--- config.mk ---
export PLATFORM = sky130hd
export DESIGN_NAME = mem_port_req
export DESIGN_NICKNAME = d
export VERILOG_FILES = /design/src/rtl/mem_port_req.sv
export SDC_FILE = /design/constraint.sdc
export NUM_CORES = 1
export LEC_CHECK = 0
export ABC_AREA = 0
export CAP_MARGIN = 20
export CORE_AREA = 2 2 225 227
export DETAILED_ROUTE_END_ITERATION = 8
export DIE_AREA = 0 0 227 229
export HOLD_SLACK_MARGIN = 0.06
export MAX_ROUTING_LAYER = met4
export PLACE_DENSITY_LB_ADDON = 0.12
export SYNTH_ARGS = -nofsm -noshare
export SYNTH_HDL_FRONTEND = slang
export SYNTH_SLANG_ARGS = --single-unit
--- constraint.sdc ---
create_clock -name i_clk -period 5.95 [get_ports i_clk]
set_clock_uncertainty 0.1 [all_clocks]
set_input_delay 0.8925 -clock i_clk [delete_from_list [all_inputs] [get_ports i_clk]]
set_output_delay 0.8925 -clock i_clk [all_outputs]
set_load 0.02 [all_outputs]
--- src/rtl/mem_port_req.sv ---
// Per-processor burst requester for the shared scratchpad: turns one read/write burst
// command into per-beat arbiter requests and streams read data back with fixed latency.
module mem_port_req #(
  parameter int BUS_SIZE = 128,
  parameter int ADDR_W   = 16,
  parameter int LEN_W    = 8,
  parameter int RD_LAT   = 1
) (
  input  logic                i_clk,
  input  logic                i_rst,
  // burst command
  input  logic                i_cmd_valid,
  output logic                o_cmd_ready,
  input  logic                i_cmd_wr,
  input  logic [ADDR_W-1:0]   i_cmd_addr,
  input  logic [LEN_W-1:0]    i_cmd_len,
  // write data stream from the processor
  input  logic                i_wdata_valid,
  output logic                o_wdata_ready,
  input  logic [BUS_SIZE-1:0] i_wdata,
  // read data stream to the processor
  output logic                o_rdata_valid,
  output logic [BUS_SIZE-1:0] o_rdata,
  output logic                o_done,
  output logic                o_busy,
  // shared memory read arbiter
  output logic                o_req_rd,
  input  logic                i_grant_rd,
  output logic [ADDR_W-1:0]   o_rd_addr,
  input  logic [BUS_SIZE-1:0] i_rd_data,
  // shared memory write arbiter
  output logic                o_req_wr,
  input  logic                i_grant_wr,
  output logic [ADDR_W-1:0]   o_wr_addr,
  output logic [BUS_SIZE-1:0] o_wr_data
);

  typedef enum logic [1:0] {
    IDLE,
    RD_REQ,
    RD_DRAIN,
    WR_REQ
  } state_t;

  state_t              state_q, state_d;
  logic [ADDR_W-1:0]   addr_q;
  logic [LEN_W-1:0]    cnt_q;      // granted beats still to go, minus one
  logic [LEN_W:0]      wrem_q;     // write beats still to accept from the processor
  logic [BUS_SIZE-1:0] wbuf_q;
  logic                wfull_q;
  logic                wdone_q;    // last write beat granted last cycle
  logic [RD_LAT-1:0]   vld_sr_q, vld_nxt;
  logic [RD_LAT-1:0]   last_sr_q, last_nxt;

  logic cmd_fire, rd_beat, wr_beat, wr_accept, cnt_zero, rd_done;

  assign cnt_zero  = (cnt_q == '0);
  assign cmd_fire  = i_cmd_valid & o_cmd_ready;
  assign rd_beat   = o_req_rd & i_grant_rd;
  assign wr_beat   = o_req_wr & i_grant_wr;
  assign wr_accept = i_wdata_valid & o_wdata_ready;

  // NOTE: state registers use non-blocking assignments so every flop samples pre-edge values.
  always_ff @(posedge i_clk) begin
    if (i_rst) state_q <= IDLE;
    else       state_q <= state_d;
  end

  // NOTE: every output of this block gets a default first, so no path can infer a latch.
  always_comb begin
    state_d       = state_q;
    o_cmd_ready   = 1'b0;
    o_busy        = 1'b1;
    o_req_rd      = 1'b0;
    o_req_wr      = 1'b0;
    o_rd_addr     = '0;
    o_wr_addr     = '0;
    o_wr_data     = '0;
    o_wdata_ready = 1'b0;
    rd_done       = 1'b0;
    unique case (state_q)
      IDLE: begin
        o_busy      = 1'b0;
        o_cmd_ready = ~i_rst;
        if (cmd_fire) state_d = i_cmd_wr ? WR_REQ : RD_REQ;
      end
      RD_REQ: begin
        o_req_rd  = 1'b1;
        o_rd_addr = addr_q;
        if (i_grant_rd && cnt_zero) state_d = RD_DRAIN;
      end
      RD_DRAIN: begin
        // The last-beat marker travels alongside the valid bit of the final beat.
        if (last_sr_q[RD_LAT-1]) begin
          rd_done = 1'b1;
          state_d = IDLE;
        end
      end
      WR_REQ: begin
        o_req_wr      = wfull_q;
        o_wr_addr     = addr_q;
        o_wr_data     = wbuf_q;
        o_wdata_ready = (wrem_q != '0) && (!wfull_q || i_grant_wr);
        if (wdone_q) state_d = IDLE;
      end
      default: state_d = IDLE;
    endcase
  end

  generate
    if (RD_LAT == 1) begin : g_lat1
      assign vld_nxt  = rd_beat;
      assign last_nxt = rd_beat & cnt_zero;
    end else begin : g_latn
      assign vld_nxt  = {vld_sr_q[RD_LAT-2:0], rd_beat};
      assign last_nxt = {last_sr_q[RD_LAT-2:0], rd_beat & cnt_zero};
    end
  endgenerate

  always_ff @(posedge i_clk) begin
    if (i_rst) begin
      addr_q    <= '0;
      cnt_q     <= '0;
      wrem_q    <= '0;
      wfull_q   <= 1'b0;
      wdone_q   <= 1'b0;
      vld_sr_q  <= '0;
      last_sr_q <= '0;
    end else begin
      vld_sr_q  <= vld_nxt;
      last_sr_q <= last_nxt;
      wdone_q   <= wr_beat & cnt_zero;

      if (cmd_fire) begin
        addr_q <= i_cmd_addr;
        cnt_q  <= i_cmd_len;
        wrem_q <= i_cmd_wr ? ({1'b0, i_cmd_len} + (LEN_W+1)'(1)) : '0;
      end else begin
        if (rd_beat || wr_beat) begin
          addr_q <= addr_q + ADDR_W'(1);
          if (!cnt_zero) cnt_q <= cnt_q - LEN_W'(1);
        end
        if (wr_accept) wrem_q <= wrem_q - (LEN_W+1)'(1);
      end

      // A granted beat and a fresh accept in the same cycle keep the buffer full.
      if (wr_accept)    wfull_q <= 1'b1;
      else if (wr_beat) wfull_q <= 1'b0;
    end
  end

  // NOTE: the data buffer has no reset; wfull_q alone decides whether its contents mean anything.
  always_ff @(posedge i_clk) begin
    if (wr_accept) wbuf_q <= i_wdata;
  end

  assign o_rdata_valid = vld_sr_q[RD_LAT-1];
  assign o_rdata       = o_rdata_valid ? i_rd_data : '0;
  assign o_done        = rd_done | wdone_q;

endmodule
# [Yosys cells after proc, flatten, opt, wreduce, memory -nomap -nowiden]
# Cells that the tools add are included.
[totals] ff_bits=167 inputBits=287 out_inout_bits=295 elab_cells=69
[op_classes] addsub=4 eq_ne=8 n_mux=27 n_bitwise=8 reduce_logical=13
[ops] operator="128-bit 2-to-1 mux" n=2
[ops] operator="16-bit 2-to-1 mux" n=4
[ops] operator="9-bit 2-to-1 mux" n=3
[ops] operator="8-bit 2-to-1 mux" n=3
[ops] operator="16-bit by 1-bit adder with 16-bit output, second input constant" n=1
[ops] operator="2-bit 2-to-1 mux" n=5
[ops] operator="2-bit != test, second input constant" n=5
[ops] operator="8-bit by 1-bit adder with 9-bit output, second input constant" n=1
[ops] operator="1-bit 2-to-1 mux" n=9
[ops] operator="9-bit nonzero test" n=1
[ops] operator="9-bit by 1-bit subtractor with 9-bit output, second input constant" n=1
[ops] operator="8-bit zero test" n=1
[ops] operator="2-bit case mux with 4 select lines" n=1
[ops] operator="8-bit by 1-bit subtractor with 8-bit output, second input constant" n=1
[ops] operator="1-bit AND" n=6
[ops] operator="2-bit nonzero test" n=3
[ops] operator="2-bit == test, second input constant" n=2
[ops] operator="4-bit AND reduction" n=1
[ops] operator="2-bit by 1-bit == test with 1-bit output, second input constant" n=1
[ops] operator="1-bit logical AND" n=2
[ops] operator="2-bit zero test" n=1
[ops] operator="1-bit logical OR" n=2
[ops] operator="2-bit AND reduction" n=1
[ops] operator="1-bit zero test" n=1
[ops] operator="2 further kinds" n=2

# [Longest topological paths before layout]
[depth] depth_word=7 depth_mapped=8

# [Worst setup path before layout]
# No wires, ideal clock.
[synth_path] kind="input -> register" from="in i_grant_wr" to="reg wrem_q[2]" arrival_time_ps=3751 required_ps=5763 path_slack_ps=2012 cell_stages=5 path_cell_list="nand2b_1 nand3_1 nor2_4 o22ai_1 a211oi_1"
[synth_via] elab_chain_len=5
[synth_lines] element="start, declared" line="33" source="input logic i_grant_wr,"
[synth_lines] element="1-bit logical OR" line="103" source="o_wdata_ready = (wrem_q != '0) && (!wfull_q || i_grant_wr);"
[synth_lines] element="1-bit logical AND" line="103"
[synth_lines] element="1-bit 2-to-1 mux" line="81" source="unique case (state_q)"
[synth_lines] element="1-bit AND" line="61" source="assign wr_accept = i_wdata_valid & o_wdata_ready;"
[synth_lines] element="net wr_accept" line="55" source="logic cmd_fire, rd_beat, wr_beat, wr_accept, cnt_zero, rd_done;"
[synth_lines] element="2-bit nonzero test (no line)"
[synth_lines] element="end signal, assigned" line="137" source="wrem_q <= i_cmd_wr ? ({1'b0, i_cmd_len} + (LEN_W+1)'(1)) : '0;"
[synth_lines] element="end signal, assigned" line="143" source="if (wr_accept) wrem_q <= wrem_q - (LEN_W+1)'(1);"
[synth_lines] element="end, declared" line="48" source="logic [LEN_W:0] wrem_q;"
# The timed path passes the listed nets, and every way through them passes these cells.
# A chain may end at the register's enable or synchronous reset.

# [Worst setup path after layout]
[layout_path] from="reg state_q[0]" to="out o_wr_data[127]"
[layout_via] elab_chain_len=2
[layout_lines] element="start, declared" line="45" source="state_t state_q, state_d;"
[layout_lines] element="start signal, assigned" line="66" source="else state_q <= state_d;"
[layout_lines] element="2-bit == test" line="81"
[layout_lines] element="128-bit 2-to-1 mux" line="81"
[layout_lines] element="end, declared" line="35" source="output logic [BUS_SIZE-1:0] o_wr_data"
# No other way between the ends.

==> results.py <==
metrics = {
    "floorplanning": {
        "dieArea_um2": 52000,
        "die_w_um": 227,
        "die_h_um": 229,
        "core_um2": 49700,
        "start_util_pct": 16.4,
        "num_rows": 82,
        "boundaryPins": 582,
    },
    "timing": {
        "tightest_slew_ns": 0.991,
        "timing.fmax_mhz": 252,
        "rsz0062_at_grt": "no",
        "min_period_ns": 3.96,
        "setup_violations": 0,
        "setup_slack_ns": 1.99,
        "period_share_pct": 66.6,
        "setup_tns_ns": 0,
        "hold_viol_final": 0,
        "slew-limit-headroom_pct": 33.9,
        "maxSlewViolCount": 0,
    },
    "power": {
        "leakage_nw": 5.64,
        "vdd_drop_max_mv": 0.204,
        "power_density_nw_per_um2": 209,
    },
    "clock_network": {
        "cts_max_level": 4,
        "hold_buffers": 0,
        "clk_pin_slew_worst_paths_ns": 0.07,
        "cts_made_buffers": 17,
        "cts-root-buf": "clkbuf_16",
        "cts_tree": "done",
        "cts.sinks": 167,
        "cts_setup_buffers": 0,
        "post_cts_resized": 0,
        "clk_latency_ns": 0.45,
        "clockBufferDepth": 2,
    },
    "logic_synthesis": {
        "ys_ff_latch": 167,
        "yosysMostFrequentCell": "and3_1",
        "synth_top_area_cell": "edfxtp_1",
        "yosys.area.top_type_share_pct": 47.2,
        "netlist_area_um2": 8140,
        "postSynthCellCount": 740,
        "yosysSeqAreaShare_pct": 56.8,
        "netlist-cell-type-count": 59,
        "syn_area_per_cell_um2": 11.0,
        "yosys_warnings": 0,
        "ys_top_cells_by_count": "and3_1, and2_1, edfxtp_1",
        "postSynth.asyncResetShare_pct": 0,
        "synth_edf_count": 128,
        "syn_nets": 1032,
        "yosys-top-cells-area": "edfxtp_1, and3_1, and2_1, dfxtp_1, clkbuf_1",
        "synthFlopType": "edfxtp_1",
    },
    "layout": {
        "num-fill-cells": 5234,
        "area_growth_pct": 86.5,
        "drive_above_1_share_pct": 3.85,
        "nets": 1578,
    },
    "routing": {
        "m1WireLength_mm": 14.1,
        "ant_nets": 0,
        "totalWireLength_mm": 39.8,
        "drc": 0,
        "drt_iter0_drc": 260,
        "first_pass_iters": 4,
        "vias_per_cell": 3.93,
        "num_vias": 7772,
        "wl_met2_mm": 20.0,
        "met3_length_mm": 4.55,
        "top_layer": "met4",
        "drt-wirelength-per-cell_um": 20.1,
    },
    "run_status": {
        "status": "complete, no violations",
    },
    "critical_path": {
        "critPathArrivalTime_ns": 2.97,
        "start_kind": "flip-flop",
        "crit_type": "reg -> out",
        "path_max_fanout": 79,
        "cp.required_ns": 4.96,
        "end_kind": "output pin",
    },
    "run": {
        "cap_viol_max_count": 0,
    },
    "global_routing": {
        "grt-ovfl-total": 0,
        "grt_pass1_vias": 8118,
        "grt_max_degree": 130,
        "track_usage_pct": 15.3,
        "grt_pass1_wl_mm": 54.9,
        "antenna_found_initial": 9,
    },
    "place": {
        "io_buffers": 581,
        "dpl_worst_slack_ns": 2.07,
        "gp_congestion": 0.786,
        "hpwl_mm": 30.4,
    },
    "worst_hold_path": {
        "hp-class": "reg -> reg",
    },
}
[flip-flops by register name, summed over array words and instances, names as in the netlist]
signal,cells
wbuf_q,128
addr_q,16
wrem_q,9
cnt_q,8
state_q,2
last_sr_q,1
o_rdata_valid,1
wdone_q,1
wfull_q,1
[cells in the final DEF, fill, tap and decap left out, types with 13 or more instances in the layout]
| cell | instances |
|---|---|
| edfxtp_1 | 128 |
| dfxtp_1 | 36 |
| a211oi_1 | 17 |
| and2_1 | 143 |
| clkdlybuf4s50_1 | 581 |
| clkbuf_16 | 17 |
| nor2_1 | 37 |
| nand2_1 | 13 |
| inv_1 | 15 |
| and3_1 | 150 |
| xor2_1 | 14 |
| nand3_1 | 20 |
[worst paths after layout]
check / start / to / slack (ns) / cells after the start
setup / recovery: state_q[0] / o_wr_data[127] / 1.99 / 3
hold / removal: cnt_q[3] / cnt_q[3] / 0.40 / 2
setup reg to reg: state_q[1] / wbuf_q[126] / 2.84 / 5
hold reg to reg: cnt_q[3] / cnt_q[3] / 0.40 / 2
[worst max-delay path, cell delays in order (launching register included)]
cell and delay (ns):
dfxtp_4 0.85, buf_4 0.68, and3_1 0.33, clkdlybuf4s50_1 0.63
[report_power, final]
part | internal (mW) | switching, mW
Clock | 0.534 | 0.505
Combinational | 0.388 | 0.354
Sequential | 1.30 | 0.0856
Total | 2.22 | 0.945
[layout make-up]
| class | count | area [um^2] | share of cell area (%) |
|---|---|---|---|
| Tap cell | 672 | 841 | 5.54 |
| Sequential cell | 167 | 4640 | 30.5 |
| Antenna cell | 9 | 22.5 | 0.148 |
| Clock buffer | 17 | 425 | 2.80 |
| Multi-Input combinational cell | 497 | 3190 | 21.0 |
| Inverter | 15 | 56.3 | 0.371 |
| Clock inverter | 14 | 103 | 0.676 |
| Timing Repair Buffer | 588 | 5900 | 38.9 |
[per-layer routing]
layer | GRT usage, % | up-vias
met5 | - | -
met4 | 5.72 | 0
met3 | 7.26 | 40
met2 | 26.4 | 376
met1 | 14.7 | 3603
li1 | - | 3753
[metrics by stage]
step	power, mW	hold slack, ns	utilization, %	instances	cell area [um^2]
global route	3.33	0.417	30.6	1977	15200
floorplan	1.72	0.364	-	740	8140
global placement	2.17	0.392	29.4	1938	14600
detailed placement	2.16	0.390	29.4	1938	14600
finish	3.17	0.398	30.6	1979	15200
CTS	3.23	0.397	30.5	1969	15100
[logic make-up after synthesis]
family	Yosys count	synth area share, %
flip-flops	167	56.8
XOR/XNOR	25	2.69
AND/OR/NAND/NOR	410	30.4
buffers and inverters	76	3.94
multiplexers	3	0.384
adder cells (fa/ha/maj)	5	0.769
AO/OA/AOI/OAI	54	4.95
Note: power is estimated with default switching activity, not from simulation.
